===== src/rtl/cache_mem_arbiter.sv =====
// Round-robin arbiter sharing one memory port between the icache and dcache
// memory-side masters; one transaction outstanding at a time.
module cache_mem_arbiter #(
    parameter int AW = 32,
    parameter int DW = 128,
    parameter int BW = DW / 8
) (
    input  logic          clk,
    input  logic          rst,
    input  logic [AW-1:0] i_i_addr,
    input  logic [BW-1:0] i_i_byte_en,
    input  logic [DW-1:0] i_i_writedata,
    input  logic          i_i_read,
    input  logic          i_i_write,
    output logic [DW-1:0] o_i_readdata,
    output logic          o_i_readdata_valid,
    output logic          o_i_waitrequest,
    input  logic [AW-1:0] i_d_addr,
    input  logic [BW-1:0] i_d_byte_en,
    input  logic [DW-1:0] i_d_writedata,
    input  logic          i_d_read,
    input  logic          i_d_write,
    output logic [DW-1:0] o_d_readdata,
    output logic          o_d_readdata_valid,
    output logic          o_d_waitrequest,
    output logic [AW-1:0] o_m_addr,
    output logic [BW-1:0] o_m_byte_en,
    output logic [DW-1:0] o_m_writedata,
    output logic          o_m_read,
    output logic          o_m_write,
    input  logic [DW-1:0] i_m_readdata,
    input  logic          i_m_readdata_valid,
    input  logic          i_m_waitrequest,
    output logic [1:0]    o_grant,
    output logic          o_busy
);

    localparam logic [1:0] ST_IDLE   = 2'd0;
    localparam logic [1:0] ST_BUS    = 2'd1;
    localparam logic [1:0] ST_RDWAIT = 2'd2;

    logic [1:0] state_reg, state_next;
    logic [1:0] grant_reg, grant_next;
    // last_reg = 1 means the dcache owned the most recently completed transaction
    logic       last_reg, last_next;

    logic own_i, own_d, in_bus, in_rdwait;
    logic sel_read, sel_write, req_i, req_d;

    assign own_i     = grant_reg[0];
    assign own_d     = grant_reg[1];
    assign in_bus    = (state_reg == ST_BUS);
    assign in_rdwait = (state_reg == ST_RDWAIT);
    assign req_i     = i_i_read | i_i_write;
    assign req_d     = i_d_read | i_d_write;
    assign sel_read  = (own_i & i_i_read)  | (own_d & i_d_read);
    assign sel_write = (own_i & i_i_write) | (own_d & i_d_write);

    // Grant is zero in IDLE, so the AND-OR mux also yields zero fields there.
    assign o_m_addr      = ({AW{own_i}} & i_i_addr)      | ({AW{own_d}} & i_d_addr);
    assign o_m_byte_en   = ({BW{own_i}} & i_i_byte_en)   | ({BW{own_d}} & i_d_byte_en);
    assign o_m_writedata = ({DW{own_i}} & i_i_writedata) | ({DW{own_d}} & i_d_writedata);
    assign o_m_read      = in_bus & sel_read;
    assign o_m_write     = in_bus & sel_write & ~sel_read;

    assign o_i_waitrequest    = ~(in_bus & own_i) | i_m_waitrequest;
    assign o_d_waitrequest    = ~(in_bus & own_d) | i_m_waitrequest;
    assign o_i_readdata       = i_m_readdata;
    assign o_d_readdata       = i_m_readdata;
    assign o_i_readdata_valid = in_rdwait & own_i & i_m_readdata_valid;
    assign o_d_readdata_valid = in_rdwait & own_d & i_m_readdata_valid;

    assign o_grant = grant_reg;
    assign o_busy  = (state_reg != ST_IDLE);

    always_comb begin
        state_next = state_reg;
        grant_next = grant_reg;
        last_next  = last_reg;
        case (state_reg)
            ST_IDLE: begin
                if (req_i && (!req_d || last_reg)) begin
                    grant_next = 2'b01;
                    state_next = ST_BUS;
                end else if (req_d) begin
                    grant_next = 2'b10;
                    state_next = ST_BUS;
                end
            end
            ST_BUS: begin
                if (o_m_read && !i_m_waitrequest) begin
                    state_next = ST_RDWAIT;
                end else if (o_m_write && !i_m_waitrequest) begin
                    last_next  = own_d;
                    grant_next = 2'b00;
                    state_next = ST_IDLE;
                end else if (!sel_read && !sel_write) begin
                    grant_next = 2'b00;
                    state_next = ST_IDLE;
                end
            end
            ST_RDWAIT: begin
                if (i_m_readdata_valid) begin
                    last_next  = own_d;
                    grant_next = 2'b00;
                    state_next = ST_IDLE;
                end
            end
            default: begin
                grant_next = 2'b00;
                state_next = ST_IDLE;
            end
        endcase
    end

    always_ff @(posedge clk or posedge rst) begin
        if (rst) begin
            state_reg <= ST_IDLE;
            grant_reg <= 2'b00;
            last_reg  <= 1'b1;
        end else begin
            state_reg <= state_next;
            grant_reg <= grant_next;
            last_reg  <= last_next;
        end
    end

endmodule


===== config.mk =====
export PLATFORM = sky130hd
export DESIGN_NAME = cache_mem_arbiter
export DESIGN_NICKNAME = d
export VERILOG_FILES = /design/src/rtl/cache_mem_arbiter.sv
export SDC_FILE = /design/constraint.sdc
export NUM_CORES = 1
export LEC_CHECK = 0
export CAP_MARGIN = 5
export CORE_AREA = 2 2 365 367
export CTS_CLUSTER_SIZE = 20
export DETAILED_ROUTE_END_ITERATION = 10
export DIE_AREA = 0 0 367 369
export GPL_ROUTABILITY_DRIVEN = 0
export PLACE_DENSITY = 0.3
export SETUP_SLACK_MARGIN = 0.1
export SLEW_MARGIN = 20
export SYNTH_ARGS = -nofsm -noshare
export SYNTH_HDL_FRONTEND = slang
export SYNTH_SLANG_ARGS = --single-unit

===== constraint.sdc =====
create_clock -name clk -period 1.5 [get_ports clk]
set_clock_uncertainty 0.15 [all_clocks]
set_input_delay 0.3 -clock clk [delete_from_list [all_inputs] [get_ports clk]]
set_output_delay 0.3 -clock clk [all_outputs]
set_load 0.005 [all_outputs]

; Word level (Yosys, flattened, before mapping)
; Cells that the tools add are included.
[classes]
n_reduce_logical = 15
bitwise = 31
mux = 15
eq_ne = 8
[op_table]
columns = op, count
row1 = 128-bit AND, 2
row2 = 128-bit OR, 1
row3 = 32-bit AND, 2
row4 = 16-bit AND, 2
row5 = 32-bit OR, 1
row6 = 2-bit 2-to-1 mux, 9
row7 = 16-bit OR, 1
row8 = 1-bit AND, 13
row9 = 2-bit one-hot mux with 3 select lines, 2
row10 = 4-bit AND reduction, 2
row11 = 1-bit OR, 6
row12 = 1-bit logical AND, 4
row13 = 1-bit zero test, 4
row14 = 2-bit != test (second input constant), 2
row15 = 4-bit by 1-bit != test with 1-bit output (second input constant), 1
row16 = 2-bit nonzero test, 2
row17 = 1-bit 2-to-1 mux, 3
row18 = 3-bit by 1-bit != test with 1-bit output (second input constant), 1
row19 = 3-bit != test (second input constant), 1
row20 = 1-bit inverter, 3
row21 = 3-bit AND reduction, 1
row22 = 2-bit by 1-bit == test with 1-bit output (second input constant), 1
row23 = 2-bit == test (second input constant), 1
row24 = 2-bit zero test, 1
row25 = 3 further kinds, 3
[word_totals]
input_bits = 488
out_inout_bits = 441
regBits = 5
wordCells = 72

; Logic depth before layout (Yosys ltp)
; Gate-level depths: netlist of the first run.
[logic_depth]
ltp_word = 8
ltp_mapped = 5
depth_no_buf = 4

; Worst setup path after synthesis of the first run
; No wires, ideal clock.
[synth_timing]
path_type = flip-flop to output port
start = reg grant_reg[0], in the netlist o_grant[0]
end = out o_m_writedata[111]
n_path_buf = 3
stages_incl_launch_ff = 5
slack_ns = -0.050
required_time_ns = 1.050
t_arrival_ns = 1.100
cell_sequence = dfrtp_1 -> buf_2 -> buf_2 -> buf_2 -> a22o_1
[synth_via]
elab_chain_len = 2
[synth_rtl]
columns = item, line_no
row1 = start: declaration, 43  ; logic [1:0] grant_reg, grant_next;
row2 = start signal: assignment, 123  ; grant_reg <= grant_next;
row3 = 128-bit AND, 62  ; assign o_m_writedata = ({DW{own_i}} & i_i_writedata) | ({DW{own_d}} & i_d_writedata);
row4 = 128-bit OR, 62
row5 = end: declaration, 28  ; output logic [DW-1:0] o_m_writedata,
; Every way passes these cells.

; Worst setup path after layout of the first run
[layout_timing]
start = reg grant_reg[0], in the netlist o_grant[0]
end = out o_m_writedata[83]
; The elaborated chain is that of the path after synthesis.

==> results of run 1 <==
==> layout make-up <==
type / instances / share of cell area [%]
timing repair buffer: 678 / 61.47
multi-input combinational: 210 / 20.96
tap: 1755 / 15.91
sequential: 5 / 0.9702
clock buffer: 4 / 0.5712
inverter: 2 / 0.05440
antenna: 3 / 0.05440
==> power by group through the flow <==
stage                     clock [mW]  sequential (mW)  combinational, mW
final                          0.462            0.302               25.3
after global routing           0.475            0.312               26.8
after CTS                      0.461            0.300               25.7
after detailed placement           0            0.384               18.7
after global placement             0            0.383               18.7
after floorplan                    0            0.255               4.80
==> cells by family (layout without fill, tap and decap cells) <==
group	count (synthesis)	in the layout	synth area share (%)
buffers and inverters	299	684	53.03
AO/OA/AOI/OAI	186	186	40.46
AND/OR/NAND/NOR	22	22	2.815
flip-flops	5	5	3.158
multiplexers	2	2	0.5316
other	0	3	0
==> synth_stat cells <==
cell type    n
a21oi_1      1
a221oi_1     1
a22o_1     178
a31oi_1      1
and2_1       3
and3b_1      1
buf_1        1
buf_2       25
buf_4      258
clkbuf_1    13
dfrtp_1      4
dfstp_2      1
inv_1        2
mux2_1       1
mux2i_1      1
nand2_1      9
nand2b_1     2
nor2_1       3
nor2b_1      1
nor4_1       1
o211ai_1     1
o21ai_0      1
o22ai_1      1
o22ai_2      1
o2bb2ai_1    1
or2_2        1
or3b_1       1
==> worst max path at each step <==
stage                     slack, ps              startpoint                  to
final                          -690  o_grant[0]$_DFFE_PP0P_   o_m_writedata[83]
after global routing           -720  o_grant[0]$_DFFE_PP0P_   o_m_writedata[20]
after CTS                      -720  o_grant[0]$_DFFE_PP0P_   o_m_writedata[20]
after detailed placement      -1170               i_i_write           o_m_write
after global placement        -1180               i_i_write           o_m_write
after floorplan                  30  o_grant[0]$_DFFE_PP0P_  o_m_writedata[100]
==> per-layer routing <==
layer | part of all wire [%] | vias to the layer above | global-route usage (%)
met2 | 47 | 638 | 17.08
li1 | - | 2411 | -
met3 | 12 | 54 | 5.543
met5 | 0.082 | - | 0.3561
met4 | 1.3 | 2 | 0.7881
met1 | 40 | 2641 | 12.00
==> repair_timing <==
action,in CTS,in global routing
buffers inserted,56,9
gates resized for setup,516,54
pin swaps,49,57
cloned,21,10
endpoints found under the setup margin,190,190
==> per-stage QoR <==
stage / instance area (µm²) / util (%) / cells
after floorplan: 4149 / - / 514
after global routing: 13800 / 10.52 / 2656
after CTS: 13460 / 10.27 / 2642
final: 13800 / 10.52 / 2657
after global placement: 10940 / 8.340 / 2563
after detailed placement: 10940 / 8.340 / 2563
==> worst max-delay path: cells and delay by family, from the launching register on <==
kind	cells	cell delay [ps]
flip-flops	1	490
buffers and inverters	5	730
AO/OA/AOI/OAI	1	230
==> layout by cell type (no fill, tap or decap), types with 2 or more instances in the layout <==
| cell type | instances |
|---|---|
| bufbuf_16 | 2 |
| nand2_1 | 3 |
| diode_2 | 3 |
| buf_8 | 10 |
| buf_16 | 20 |
| buf_4 | 36 |
| nor2_4 | 2 |
| clkbuf_2 | 8 |
| nand2_4 | 2 |
| dfrtp_4 | 2 |
| and2_4 | 3 |
| buf_12 | 119 |
| buf_6 | 99 |
| nand2_2 | 4 |
| clkbuf_16 | 12 |
| buf_2 | 13 |
| a22o_1 | 57 |
| a22o_4 | 120 |
| dlygate4sd2_1 | 4 |
| clkdlybuf4s50_1 | 357 |
| dfrtp_1 | 2 |
| inv_1 | 2 |
==> results.yml, run 1 <==
synth:
  synth_cells: 514
  yosys_warnings: 0
  synthDistinctLibCells: 27
  synth_nets: 1002
  synth_top_area_share_pct: 48.41
  synth_seq_cells: 5
  avgSynthCellArea_um2: 7.785
  yosys-top-cells-area: "buf_4 48%, a22o_1 39%, buf_2 3.1%"
  yosysSeqAreaShare_pct: 3.158
  synth_area_um2: 4001
  yosys.area.top_type: "buf_4"
setup_path:
  cp-start-kind: "flop"
  cp.arrival_ps: 1740
  reg2regPathDepth: 7
  slowest_stage: "dfrtp_4"
  path_max_fanout: 9
  criticalPathCategory: "flop to primary output"
  r2r-start: "o_grant[0]$_DFFE_PP0P_"
  r2r_slack_ps: -370
  timing.rr.end: "o_grant[1]$_DFFE_PP0P_"
  cpMostUsedCell: "buf_12"
  crit_chain: "buf_12 > buf_16 > buf_12 > buf_6 > a22o_1 > buf_2"
  cp_slowest_stage_delay_ps: 490
  crit_required_ps: 1050
  cp-end-kind: "primary output"
clocking:
  cts_made_buffers: 3
  cts_hold_buf: 0
  path_clk_slew_ps: 40
  root_buffer: "clkbuf_16"
  h-tree-depth: 1
  clock_path_buffers: 2
  clk_latency_ps: 230
  clock_sinks: 5
  cts_tree: "built"
job:
  cap_violations: 0
floorplanning:
  die_y_um: 369
  initial_core_util_pct: 3.051
  row_count: 133
  fp.dieArea_um2: 135400
  io_pins: 929
  die_w_um: 367
  core-area_um2: 131100
power:
  swShare_pct: 42.81
  switching_power_mw: 11.14
  leakage_nw: 5.288
  clkPwrFrac_pct: 1.8
  seq_power_share_pct: 1.2
  power_mw: 26.03
  p_int_mw: 14.89
  combPwrFrac_pct: 97.1
  ir_drop_v: 0.0008372
  p_per_area_nw_per_um2: 1886
sta:
  tightest_slew_ps: 449.0
  fmax_ghz: 0.4571
  period_minus_slack_ps: 2188
  tns_ps: -112530
  finalMaxSlewViolations: 0
  fin_crit_sh_pct: 145.8
  layout_setup_ws_ps: -687.7
  rsz0062_at_grt: "yes"
  hold_slack_ps: 273.2
  slew_headroom_pct: 69.79
  hold_viol: 0
  setup_viol: 189
finish:
  seq_area_um2: 133.9
  multi_input_area_um2: 2893
  area_growth_syn_to_layout_pct: 244.9
  finalNetCount: 1388
  final.fill_count: 15170
  layout-drive-gt1-share_pct: 51.50
route:
  first_iter_violations: 171
  avgRoutedWirePerCell_um: 28.06
  drtAntennaViolNets: 0
  drc: 0
  viasPerCell: 2.163
  via_count: 5746
  first_pass_iters: 4
  wl_um: 74550
run_status:
  failed_checks: "setup timing"
  outcome: "finished, violations left"
global_routing:
  grt_pass1_vias: 6360
  overflow: 0
  antenna_found_initial: 7
  grt_pass1_wl_um: 87750
  grt_usage_pct: 10.27
  grt_max_degree: 21
worst_hold_path:
  hold_class: "input port to async pin"
placed_design:
  place_ws_ps: -1166
  io_buffers: 544
  dpl.hpwl_um: 63560
Power figures use the tool's default switching activity.
==> run 2, diff against run 1 <==
- CTS_CLUSTER_DIAMETER: unset -> 30
==> results of run 2 <==
Same layout as run 1: the final DEF is identical, and so are final timing and power.
